### config.mk
export PLATFORM = sky130hd
export DESIGN_NAME = wptr_full_pkt
export DESIGN_NICKNAME = d
export VERILOG_FILES = /design/src/rtl/axi_cross_pkg.sv /design/src/rtl/gray_pub_step.sv /design/src/rtl/wptr_full_pkt.sv
export SDC_FILE = /design/constraint.sdc
export NUM_CORES = 1
export LEC_CHECK = 0
export CORE_MARGIN = 2
export CORE_UTILIZATION = 43
export DETAILED_ROUTE_END_ITERATION = 6
export HOLD_SLACK_MARGIN = 0.08
export PLACE_DENSITY = 0.75
export SYNTH_ARGS = -nofsm -noshare
export SYNTH_HDL_FRONTEND = slang
export SYNTH_SLANG_ARGS = --single-unit
export TNS_END_PERCENT = 5
### constraint.sdc
create_clock -name wclk -period 2.95 [get_ports wclk]
set_clock_uncertainty 0.15 [all_clocks]
set_input_delay 0.59 -clock wclk [delete_from_list [all_inputs] [get_ports wclk]]
set_output_delay 0.59 -clock wclk [all_outputs]
set_load 0.02 [all_outputs]
### src/rtl/axi_cross_pkg.sv
// rtl/axi_cross_pkg.sv - shared Gray/binary conversion helpers for the AXI clock-crossing path
package axi_cross_pkg;

  // Callers zero-extend into this width and truncate the result.
  localparam int GRAY_MAXW = 32;
  typedef logic [GRAY_MAXW-1:0] gray_word_t;

  function automatic gray_word_t bin2gray(input gray_word_t b);
    return b ^ (b >> 1);
  endfunction

  function automatic gray_word_t gray2bin(input gray_word_t g);
    gray_word_t b;
    b = '0;
    b[GRAY_MAXW-1] = g[GRAY_MAXW-1];
    for (int i = GRAY_MAXW - 2; i >= 0; i--) begin
      b[i] = b[i+1] ^ g[i];
    end
    return b;
  endfunction

endpackage

### src/rtl/gray_pub_step.sv
// rtl/gray_pub_step.sv - published write pointer; steps toward the committed pointer one entry per clock
module gray_pub_step
  import axi_cross_pkg::*;
#(
  parameter int ADDRSIZE = 4,
  parameter bit PKT_MODE = 1'b0
) (
  input  logic              wclk,
  input  logic              wrst_n,
  input  logic [ADDRSIZE:0] wbin_n,
  input  logic [ADDRSIZE:0] wcbin,
  output logic [ADDRSIZE:0] wptr
);

  localparam int PW = ADDRSIZE + 1;

  logic [PW-1:0] wpbin;
  logic [PW-1:0] wpbin_n;

  // Single-step publication keeps the Gray output to one bit change per clock.
  always_comb begin
    wpbin_n = wpbin;
    if (!PKT_MODE) begin
      wpbin_n = wbin_n;
    end else if (wpbin != wcbin) begin
      wpbin_n = wpbin + PW'(1);
    end
  end

  always_ff @(posedge wclk or negedge wrst_n) begin
    if (!wrst_n) begin
      wpbin <= '0;
      wptr  <= '0;
    end else begin
      wpbin <= wpbin_n;
      wptr  <= PW'(bin2gray(gray_word_t'(wpbin_n)));
    end
  end

endmodule

### src/rtl/wptr_full_pkt.sv
// rtl/wptr_full_pkt.sv - async FIFO write-side pointer, full/almost-full/level/overflow, optional packet commit
module wptr_full_pkt
  import axi_cross_pkg::*;
#(
  parameter int ADDRSIZE = 4,
  parameter bit PKT_MODE = 1'b0
) (
  input  logic                wclk,
  input  logic                wrst_n,
  input  logic                winc,
  input  logic                wcommit,
  input  logic                wabort,
  input  logic                wclr_ovf,
  input  logic [ADDRSIZE:0]   afull_thresh,
  input  logic [ADDRSIZE:0]   wq2_rptr,
  output logic [ADDRSIZE-1:0] waddr,
  output logic [ADDRSIZE:0]   wptr,
  output logic                wfull,
  output logic                awfull,
  output logic [ADDRSIZE:0]   wlevel,
  output logic                woverflow
);

  localparam int PW = ADDRSIZE + 1;
  localparam logic [PW-1:0] DEPTH_V = {1'b1, {ADDRSIZE{1'b0}}};

  logic [PW-1:0] wbin;
  logic [PW-1:0] wcbin;
  logic [PW-1:0] wbin_n;
  logic [PW-1:0] wcbin_n;
  logic [PW-1:0] rbin;
  logic [PW-1:0] lvl_n;
  logic          accept;
  logic          do_abort;
  logic          do_commit;

  assign rbin      = PW'(gray2bin(gray_word_t'(wq2_rptr)));
  assign accept    = winc & ~wfull;
  assign do_abort  = PKT_MODE & wabort;
  assign do_commit = PKT_MODE & wcommit & ~wabort;
  assign waddr     = wbin[ADDRSIZE-1:0];

  // Abort rewinds to the last commit and drops any same-cycle write or commit.
  always_comb begin
    wbin_n  = wbin + PW'(accept);
    wcbin_n = wcbin;
    if (do_abort) begin
      wbin_n = wcbin;
    end
    if (!PKT_MODE) begin
      wcbin_n = wbin_n;
    end else if (do_commit) begin
      wcbin_n = wbin_n;
    end
    lvl_n = wbin_n - rbin;
  end

  // Level is taken against the speculative pointer so uncommitted entries still occupy space.
  always_ff @(posedge wclk or negedge wrst_n) begin
    if (!wrst_n) begin
      wbin      <= '0;
      wcbin     <= '0;
      wlevel    <= '0;
      wfull     <= 1'b0;
      awfull    <= 1'b0;
      woverflow <= 1'b0;
    end else begin
      wbin   <= wbin_n;
      wcbin  <= wcbin_n;
      wlevel <= lvl_n;
      wfull  <= (lvl_n == DEPTH_V);
      awfull <= (lvl_n >= afull_thresh);
      if (winc & wfull) begin
        woverflow <= 1'b1;
      end else if (wclr_ovf) begin
        woverflow <= 1'b0;
      end
    end
  end

  gray_pub_step #(
    .ADDRSIZE (ADDRSIZE),
    .PKT_MODE (PKT_MODE)
  ) u_pub (
    .wclk   (wclk),
    .wrst_n (wrst_n),
    .wbin_n (wbin_n),
    .wcbin  (wcbin),
    .wptr   (wptr)
  );

endmodule

==> summary.txt <==
FMAX: 0.338 GHz
YS warnings: 0
GR Util met3: 1.82%
nets@finish: 158
RSZ-0062 raised after global routing: yes
hold_buf cts: 0
first-pass GRT wire length: 3150 um
DR vias/cell: 4.54
placed insts: 151
Setup crit end kind: register
final setup TNS: -0.0127 ns
Least-Margin Pin Slew: 0.741 ns
DRT antenna net count: 0
Req. time, crit path: 2.98 ns
chip height: 50.1 um
total grt overflow: 0
wire length per cell: 11.9 um
synth top area cells: dfrtp_1, ha_1, xnor2_1, inv_1, xor2_1
Final Non-Filler Cells: 156
port bufs: 30
violated checks: setup timing
share of layout cells above drive strength 1: 26.4%
Netlist cell types: 18
clock slew at reported path FFs: 0.09 ns
max-slew violations: 0
Mapped Cells: 80
Die Span X: 50.1 um
worst setup path class: primary input to register
final hold vios: 0
clock root cell: clkbuf_4
CTS tree: yes
clock latency on the worst-skew pair: 0.29 ns
Inserted Diodes: 0
num rows: 16
vias in the first global route: 713
Remaining DRCs: 0
Slew HR: 50.4%
crit path launch type: primary input
H-tree levels: 1
M2 GR Usage: 29.4%
maximum net fanout on the critical path: 2
total die area: 0.00251 mm2
initial drt markers: 2
max cap viols: 0
post-detail-place hpwl: 1430 um
Net Count, Synth: 108
worst setup slack after layout: -0.0127 ns
global placement routability congestion: 0.727
routing usage on met1: 21.8%
average size of a mapped cell: 11.4 um2
sequential share of the synthesized area: 46.6%
status: finished, violations left
initial antenna violation count: 0
CTS Buffer Depth: 2
Layout area overhead: 64.5%
total CTS buffers: 3
critical path arrival: 2.99 ns
drt first pass iters: 4
initial core utilization: 46.1%
via count: 708
Synth area leader: dfrtp_1
GRT busiest layer: met2
post-route minimum period: 2.96 ns
area of the core: 0.00198 mm2
Tcrit/Tclk final: 100%
Static Leak: 0.695 nW
Final setup violation count: 1
# fillers: 133
peak supply drop: 954 uV
Power Density: 1460 mW/mm2
num ports: 33
Yosys reg bits: 17
GRT Util Overall: 17.1%
top cell type's share of synthesized area: 46.6%
mapped cell area: 913 um2
type of the tightest min-delay check: register to register
final wirelength: 1860 um
pin count of the biggest net entering global routing: 18
Sink Count: 17
[area by class of cell]
class / count / area (um2) / area share (%)
multi-input cells: 49 / 548 / 36.5
flip-flops and latches: 17 / 425 / 28.3
repair buffers: 45 / 417 / 27.7
inverters: 14 / 52.6 / 3.50
well taps: 27 / 33.8 / 2.25
clock buffers: 4 / 26.3 / 1.75
[flip-flops by register name, indices dropped and copies added, names as in the netlist]
signal,count
wbin,5
wlevel,5
u_pub.wptr,4
woverflow,1
wfull,1
awfull,1
[through the flow]
step	worst slack [ns]	hold slack (ns)	total power (W)	area [um2]	util (%)
final	-0.0127	0.379	0.00219	1500	75.8
after global routing	-0.170	0.408	0.00239	1500	75.8
after CTS	-0.0229	0.385	0.00214	1480	74.8
after detailed placement	-0.755	0.351	0.00192	1380	69.6
after global placement	-0.647	0.345	0.00187	1380	69.6
after floorplan	-0.0813	0.144	0.00126	941	-
[cell families (layout without fill, tap and decap cells)]
| group | after synthesis | count (layout) | share of synthesized area, % |
|---|---|---|---|
| buf+inv | 14 | 63 | 5.75 |
| fa+ha+maj | 12 | 12 | 17.3 |
| xor+xnor | 16 | 16 | 17.8 |
| compound gates | 7 | 7 | 4.11 |
| flops | 17 | 17 | 46.6 |
| simple gates | 14 | 14 | 8.49 |
[per-layer routing]
layer	wire [um]	vias to the layer above
met5	0	-
li1	-	349
met2	983	17
met1	801	340
met3	49	2
met4	21	0
[where the power goes]
group	internal, W	total [W]	switching (W)
registers	0.000369	0.000441	0.0000718
clock network	0.0000526	0.000126	0.0000732
logic	0.000862	0.00162	0.000762
total	0.00128	0.00219	0.000907
[worst paths after layout]
| check | startpoint | endpoint | slack [ns] | cells past startpoint |
|---|---|---|---|---|
| min reg2reg | woverflow | woverflow | 0.38 | 2 |
| min in group asynchronous | wrst_n | u_pub.wptr[2] | 0.58 | 1 |
| min | woverflow | woverflow | 0.38 | 2 |
| max reg2reg | wfull | awfull | 0.29 | 13 |
| max | wq2_rptr[3] | awfull | -0.01 | 14 |
| max in group asynchronous | wrst_n | wlevel[3] | 1.61 | 1 |
[repair_timing]
action,4_1_cts,5_1_grt
pin swaps,9,0
endpoints found under the setup margin,3,2
buffers inserted,1,0
endpoints found under the hold margin,0,0
gates resized for setup,23,2
[placed cells by master, fill, tap and decap left out, types with 2 or more instances in the layout]
cell,Yosys,routed
a21oi_1,4,3
buf_4,0,15
clkbuf_4,0,3
clkdlybuf4s50_1,0,26
dfrtp_1,17,17
dlygate4sd2_1,0,2
ha_1,11,6
ha_4,0,4
inv_1,14,14
nand2_1,3,3
nor2_1,4,4
o21ai_0,2,2
xnor2_1,7,6
xor2_1,6,6
[synthesized netlist by cell type]
| cell | count |
|---|---|
| dfrtp_1 | 17 |
| inv_1 | 14 |
| ha_1 | 11 |
| xnor2_1 | 7 |
| xor2_1 | 6 |
| a21oi_1 | 4 |
| nor2_1 | 4 |
| nand2_1 | 3 |
| nand2b_1 | 2 |
| nor2b_1 | 2 |
| o21ai_0 | 2 |
| xor2_2 | 2 |
| a21o_1 | 1 |
| fa_1 | 1 |
| nand3_1 | 1 |
| nand4_1 | 1 |
| nor4b_2 | 1 |
| xnor2_2 | 1 |
[worst max-delay path, cell delays in order]
cell	delay [ns]
buf_8	0.10
xnor2_4	0.21
xor2_4	0.22
xor2_2	0.19
xnor2_1	0.09
ha_2	0.19
fa_2	0.35
nand2b_4	0.15
a21oi_2	0.12
xor2_1	0.19
xnor2_1	0.18
ha_1	0.27
nor2_1	0.09
a21oi_1	0.04
Power figures use the tool's default switching activity.
